## config.mk

```make
export PLATFORM = sky130hd
export DESIGN_NAME = uop_issue_ctrl
export DESIGN_NICKNAME = d
export VERILOG_FILES = /design/src/rtl/uop_pkg.sv /design/src/rtl/uop_req_fifo.sv /design/src/rtl/uop_issue_ctrl.sv
export SDC_FILE = /design/constraint.sdc
export NUM_CORES = 1
export LEC_CHECK = 0
export ABC_CLOCK_PERIOD_IN_PS = 2740
export CAP_MARGIN = 25
export CELL_PAD_IN_SITES_DETAIL_PLACEMENT = 0
export CELL_PAD_IN_SITES_GLOBAL_PLACEMENT = 1
export CORE_MARGIN = 8
export CORE_UTILIZATION = 38
export DETAILED_ROUTE_END_ITERATION = 8
export HOLD_SLACK_MARGIN = 0.12
export PLACE_DENSITY = 0.66
export SYNTH_ARGS = -nofsm -noshare
export SYNTH_HDL_FRONTEND = slang
export SYNTH_SLANG_ARGS = --single-unit
```

## constraint.sdc

```tcl
create_clock -name clk -period 2.74 [get_ports clk]
set_clock_uncertainty 0.2 [all_clocks]
set_input_delay 0.548 -clock clk [delete_from_list [all_inputs] [get_ports clk]]
set_output_delay 0.548 -clock clk [all_outputs]
set_load 0.01 [all_outputs]
```

## src/rtl/uop_pkg.sv

```systemverilog
// Shared micro-op definitions: op codes, issue FSM states and per-op latency lookup.
package uop_pkg;

  typedef enum logic [3:0] {
    OP_NOP  = 4'd0,
    OP_ADD  = 4'd1,
    OP_SUB  = 4'd2,
    OP_AND  = 4'd3,
    OP_OR   = 4'd4,
    OP_XOR  = 4'd5,
    OP_SHL  = 4'd6,
    OP_SHR  = 4'd7,
    OP_MUL  = 4'd8,
    OP_IMUL = 4'd9,
    OP_DIV  = 4'd10,
    OP_IDIV = 4'd11
  } op_t;

  typedef enum logic [1:0] {
    ST_IDLE = 2'd0,
    ST_EXEC = 2'd1,
    ST_RESP = 2'd2
  } state_t;

  localparam int LAT_MUL = 3;
  localparam int LAT_DIV = 8;
  localparam int LAT_W   = 4;

  // Codes 12..15 are unassigned and fall through to single-cycle latency.
  function automatic logic [LAT_W-1:0] op_latency(op_t op);
    case (op)
      OP_MUL, OP_IMUL: return LAT_W'(LAT_MUL);
      OP_DIV, OP_IDIV: return LAT_W'(LAT_DIV);
      default:         return LAT_W'(1);
    endcase
  endfunction

  function automatic logic is_div(op_t op);
    return (op == OP_DIV) || (op == OP_IDIV);
  endfunction

endpackage

```

## src/rtl/uop_req_fifo.sv

```systemverilog
// In-order request FIFO; a push into a full FIFO is dropped even when a pop happens that cycle.
module uop_req_fifo #(
  parameter int DW    = 8,
  parameter int DEPTH = 4
) (
  input  logic          clk,
  input  logic          rst_n,
  input  logic          push,
  input  logic [DW-1:0] wdata,
  input  logic          pop,
  output logic [DW-1:0] rdata,
  output logic          full,
  output logic          empty
);
  localparam int AW = $clog2(DEPTH);

  logic [DEPTH-1:0][DW-1:0] mem_q, mem_d;
  logic [AW-1:0]            wptr_q, wptr_d, rptr_q, rptr_d;
  logic [AW:0]              cnt_q, cnt_d;
  logic                     do_push, do_pop;

  assign full    = (cnt_q == (AW+1)'(DEPTH));
  assign empty   = (cnt_q == '0);
  assign rdata   = mem_q[rptr_q];
  assign do_push = push && !full;
  assign do_pop  = pop && !empty;

  always_comb begin
    mem_d  = mem_q;
    wptr_d = wptr_q;
    rptr_d = rptr_q;
    cnt_d  = cnt_q + {{AW{1'b0}}, do_push} - {{AW{1'b0}}, do_pop};
    if (do_push) begin
      mem_d[wptr_q] = wdata;
      wptr_d        = wptr_q + AW'(1);
    end
    if (do_pop) rptr_d = rptr_q + AW'(1);
  end

  always_ff @(posedge clk or negedge rst_n) begin
    if (!rst_n) begin
      mem_q  <= '0;
      wptr_q <= '0;
      rptr_q <= '0;
      cnt_q  <= '0;
    end else begin
      mem_q  <= mem_d;
      wptr_q <= wptr_d;
      rptr_q <= rptr_d;
      cnt_q  <= cnt_d;
    end
  end

endmodule

```

## src/rtl/uop_issue_ctrl.sv

```systemverilog
// Queues micro-ops, issues one at a time to an external execution unit, waits the op's
// fixed latency, then holds the captured result until the consumer takes it.
module uop_issue_ctrl
  import uop_pkg::*;
#(
  parameter int W     = 64,
  parameter int DEPTH = 4,
  parameter int TW    = 4
) (
  input  logic                 clk,
  input  logic                 rst_n,
  input  logic                 req_valid,
  output logic                 req_ready,
  input  op_t                  req_op,
  input  logic [W-1:0]         req_a,
  input  logic [W-1:0]         req_b,
  input  logic [$clog2(W)-1:0] req_shamt,
  input  logic [TW-1:0]        req_tag,
  output op_t                  ex_op,
  output logic [W-1:0]         ex_a,
  output logic [W-1:0]         ex_b,
  output logic [$clog2(W)-1:0] ex_shamt,
  input  logic [W-1:0]         ex_y,
  output logic                 rsp_valid,
  input  logic                 rsp_ready,
  output logic [W-1:0]         rsp_y,
  output logic [TW-1:0]        rsp_tag,
  output logic                 rsp_dz,
  output logic                 busy
);
  localparam int SW = $clog2(W);
  localparam int OW = $bits(op_t);
  localparam int DW = OW + 2*W + SW + TW;

  logic [DW-1:0] f_wdata, f_rdata;
  logic          f_full, f_empty, f_pop;

  logic [OW-1:0] h_op_bits;
  logic [W-1:0]  h_a, h_b;
  logic [SW-1:0] h_shamt;
  logic [TW-1:0] h_tag;

  state_t           state_q, state_d;
  logic [LAT_W-1:0] cnt_q, cnt_d;
  op_t              ex_op_q, ex_op_d;
  logic [W-1:0]     ex_a_q, ex_a_d, ex_b_q, ex_b_d;
  logic [SW-1:0]    ex_shamt_q, ex_shamt_d;
  logic [TW-1:0]    ex_tag_q, ex_tag_d;
  logic [W-1:0]     rsp_y_q, rsp_y_d;
  logic [TW-1:0]    rsp_tag_q, rsp_tag_d;
  logic             rsp_dz_q, rsp_dz_d;

  assign f_wdata = {req_op, req_a, req_b, req_shamt, req_tag};
  assign {h_op_bits, h_a, h_b, h_shamt, h_tag} = f_rdata;

  uop_req_fifo #(.DW(DW), .DEPTH(DEPTH)) u_fifo (
    .clk   (clk),
    .rst_n (rst_n),
    .push  (req_valid),
    .wdata (f_wdata),
    .pop   (f_pop),
    .rdata (f_rdata),
    .full  (f_full),
    .empty (f_empty)
  );

  always_comb begin
    state_d    = state_q;
    cnt_d      = cnt_q;
    ex_op_d    = ex_op_q;
    ex_a_d     = ex_a_q;
    ex_b_d     = ex_b_q;
    ex_shamt_d = ex_shamt_q;
    ex_tag_d   = ex_tag_q;
    rsp_y_d    = rsp_y_q;
    rsp_tag_d  = rsp_tag_q;
    rsp_dz_d   = rsp_dz_q;
    f_pop      = 1'b0;
    case (state_q)
      ST_IDLE: f_pop = !f_empty;
      ST_EXEC: begin
        if (cnt_q == LAT_W'(1)) begin
          rsp_y_d   = ex_y;
          rsp_tag_d = ex_tag_q;
          rsp_dz_d  = is_div(ex_op_q) && (ex_b_q == '0);
          state_d   = ST_RESP;
        end else begin
          cnt_d = cnt_q - LAT_W'(1);
        end
      end
      ST_RESP: begin
        if (rsp_ready) begin
          if (!f_empty) f_pop = 1'b1;
          else          state_d = ST_IDLE;
        end
      end
      default: state_d = ST_IDLE;
    endcase
    // A pop always starts a fresh op, whether from IDLE or straight out of RESP.
    if (f_pop) begin
      state_d    = ST_EXEC;
      ex_op_d    = op_t'(h_op_bits);
      ex_a_d     = h_a;
      ex_b_d     = h_b;
      ex_shamt_d = h_shamt;
      ex_tag_d   = h_tag;
      cnt_d      = op_latency(op_t'(h_op_bits));
    end
  end

  always_ff @(posedge clk or negedge rst_n) begin
    if (!rst_n) begin
      state_q    <= ST_IDLE;
      cnt_q      <= '0;
      ex_op_q    <= OP_NOP;
      ex_a_q     <= '0;
      ex_b_q     <= '0;
      ex_shamt_q <= '0;
      ex_tag_q   <= '0;
      rsp_y_q    <= '0;
      rsp_tag_q  <= '0;
      rsp_dz_q   <= 1'b0;
    end else begin
      state_q    <= state_d;
      cnt_q      <= cnt_d;
      ex_op_q    <= ex_op_d;
      ex_a_q     <= ex_a_d;
      ex_b_q     <= ex_b_d;
      ex_shamt_q <= ex_shamt_d;
      ex_tag_q   <= ex_tag_d;
      rsp_y_q    <= rsp_y_d;
      rsp_tag_q  <= rsp_tag_d;
      rsp_dz_q   <= rsp_dz_d;
    end
  end

  assign req_ready = !f_full;
  assign ex_op     = ex_op_q;
  assign ex_a      = ex_a_q;
  assign ex_b      = ex_b_q;
  assign ex_shamt  = ex_shamt_q;
  assign rsp_valid = (state_q == ST_RESP);
  assign rsp_y     = rsp_y_q;
  assign rsp_tag   = rsp_tag_q;
  assign rsp_dz    = rsp_dz_q;
  assign busy      = !f_empty || (state_q != ST_IDLE);

endmodule

```

==> run metrics <==
Clock Latency Late Sink 0.64 ns; Overflow after GRT 0; setup TNS 0 ns; period utilisation layout 97.0%; initial antenna violation count 20; f_max 376 MHz; Seq/Total Area, Yosys 59.7%; placement-stage cell area 39100 sq um; IO Pins 420; Nets 2886; Final Slew Violations 0; Final HPWL DP 58.7 mm; Core Rows 108; RSZ-0062 raised after global routing false; Mapped Nets 2432; Crit Path Max Fanout 4; die span in x 312 microns; GRT met1 Usage 23.5%; routed len/inst 22.7 microns; Syn. warnings 0; WP buf/inv 1; post-route cell area 42100 sq um; crit end category primary output; family with the most delay on the worst path buffers and inverters; Worst EP arrival 1.91 ns; maxcap violations 0; pwr/cell area 1280 nW/um^2; vias in the first global route 22.3k; worst-path cell chain nor2_1 -> nand2_1 -> clkdlybuf4s50_1; CP max stage delay 0.52 ns; DR vias/cell 5.08; Startpoint Class register; instance count of the mapped netlist 2213; PnR Total Power 54.0 mW; gpl congestion 0.742; Sink Count 792; Peak VDD IR 703 uV; Vias 19.9k; Overall Global Routing Usage 18.2%; largest net degree at the start of global routing 103; WP data required 1.99 ns; Hold Fails Final Rpt 0; slowest CP cell clkdlybuf4s50_1; Setup WS post-layout 0.0818 ns; layout cell share with drive strength beyond 1 24.9%; initial DRC count 965; CTS tree yes; count of final setup violators 0; Tmin final 2.66 ns; DRT Pass-1 Iters 4; die height 312 microns; Synth Register Bits 792; Mapped Avg Cell Area 15.0 sq um; GR Layer Usage met2 30.4%; library cells used by synthesis 33; met3 global-route usage 4.09%; Pleak 18.3 nW; Synth Cell Area 33200 sq um; Initial Utilization 38.3%; status complete, no violations; CTS Buf Count 91; clock root buffer clkbuf_16; Clock Path Buffers 3; CTS H-tree lvls 3; pre-CTS WS -0.184 ns; antenna-violating nets left 0; critical path class register to primary output; DRT Wirelength 88.7 mm; Worst-Margin Slew 0.677 ns; CORE AREA 86800 sq um; Top Usage Layer GRT met2; Die Area 97100 sq um; Slew HR 54.9%; Residual DRC 0; PortBufs 419; R2R setup slack 0.18 ns; P&R area growth vs syn 26.9%; worst hold path class input port to asynchronous set/reset pin; first-pass GRT wire length 139 mm; clock-pin slew on the worst setup and hold paths 0.06 ns
==> flip-flops by register name (all words and copies together) (netlist names), 2 cells and up <==
name / flops
u_fifo.rptr_q: 2
u_fifo.wptr_q: 2
cnt_q: 4
ex_a: 64
ex_tag_q: 4
ex_shamt: 6
u_fifo.cnt_q: 3
rsp_y: 64
ex_b: 64
rsp_tag: 4
u_fifo.mem_q: 568
state_q: 2
ex_op: 4
==> metrics by stage <==
stage / util, % / hold slack [ns] / std cells
finish: 48.6 / 0.243 / 3910
global route: 48.6 / 0.264 / 3904
CTS: 48.5 / 0.243 / 3897
detailed placement: 45.1 / 0.262 / 3727
global placement: 45.1 / 0.258 / 3727
floorplan: - / 0.0524 / 2213
==> per-layer routing <==
metal	share of wire (%)	wire length (microns)
met5	0.090	80
met4	2.8	2530
met1	43	38100
met2	50	43900
met3	4.6	4110
==> power breakdown <==
part           total, mW  internal [mW]  switching, mW
Sequential          21.1           17.7           3.36
Clock               11.9           7.02           4.89
Combinational       21.0           11.8           9.27
Total               54.0           36.5           17.5
==> kinds of logic (layout without fill, tap and decap cells) <==
| logic type | count (synthesis) | in the layout | synth area share (%) |
|---|---|---|---|
| AOI/OAI and AO/OA | 11 | 11 | 0.245 |
| xor gates and xnor gates | 7 | 7 | 0.185 |
| adders and majority gates | 9 | 9 | 0.362 |
| buffers and inverters | 143 | 672 | 2.71 |
| DFF | 792 | 792 | 59.7 |
| muxes | 778 | 778 | 31.2 |
| other | 0 | 13 | 0 |
| and+or+nand+nor | 473 | 473 | 5.63 |
==> path summary, 6_finish.rpt <==
path	start	to	depth (start not counted)
hold reg to reg	ex_a[57]	ex_a[57]	2
setup reg to reg	u_fifo.cnt_q[2]	cnt_q[0]	7
hold / removal	rst_n	u_fifo.mem_q[202]	2
max in group asynchronous	rst_n	u_fifo.rptr_q[1]	4
min in group clk	ex_a[57]	ex_a[57]	2
setup / recovery	u_fifo.cnt_q[1]	req_ready	3
==> cell usage after synthesis <==
library cell,count,area [sq um]
dfrtp_1,792,19800
nand2_1,429,1610
mux2_1,320,3600
mux2_2,316,3560
mux4_2,142,3200
buf_2,64,320
buf_6,36,405
clkbuf_1,20,75.1
nor4_1,14,87.6
inv_1,11,41.3
buf_1,9,33.8
ha_1,8,100
nor3_1,7,35.0
nand2_2,4,25.0
nand3_1,4,20.0
nor2_1,4,15.0
xnor2_1,4,35.0
a21oi_1,3,15.0
buf_4,3,22.5
nand4_1,3,18.8
nor2b_1,3,18.8
xor2_1,3,26.3
a211o_1,2,17.5
nor4b_1,2,17.5
o21ai_0,2,10.0
a21boi_2,1,11.3
a22o_1,1,8.76
a311oi_1,1,8.76
a32o_1,1,10.0
and2_1,1,6.26
fa_1,1,20.0
or2_1,1,6.26
or3b_1,1,8.76
==> cells in the final DEF (no fill, tap or decap), drive strengths merged <==
cell type,synthesis,final
or3b,1,1
mux4,142,142
nor2,4,4
and2,1,1
a21oi,3,3
a211o,2,2
bufinv,0,3
nand2,433,433
xnor2,4,4
nand3,4,4
mux2,636,636
clkinvlp,0,2
fa,1,1
dfrtp,792,792
clkbuf,20,140
clkinv,0,16
o21ai,2,2
xor2,3,3
nor3,7,7
a22o,1,1
inv,11,18
ha,8,8
dlygate4sd2,0,1
a32o,1,1
a311oi,1,1
dlymetal6s2s,0,1
clkdlybuf4s50,0,416
nor4b,2,2
nor4,14,14
buf,112,74
nand4,3,3
or2,1,1
a21boi,1,1
nor2b,3,3
dlygate4sd3,0,1
diode,0,13
==> layout make-up <==
type	instances	area, sq um
Antenna cell	13	32.5
Clock buffer	140	2660
Fill cell	7527	44600
Timing Repair Buffer	493	5250
Sequential cell	792	19800
Multi-Input combinational cell	1278	12600
Tap cell	1155	1450
Inverter	11	46.3
Clock inverter	28	312
==> what timing repair did <==
| item | CTS | global route |
|---|---|---|
| hold buffers | 1 | 0 |
| endpoints found under the setup margin | 1 | 1 |
| pin swaps | 1 | 0 |
| buffers inserted | 1 | 0 |
| resized for setup | 2 | 1 |
| hold endpoints to repair | 226 | 0 |
No activity file was read; power rests on OpenSTA's default activity.
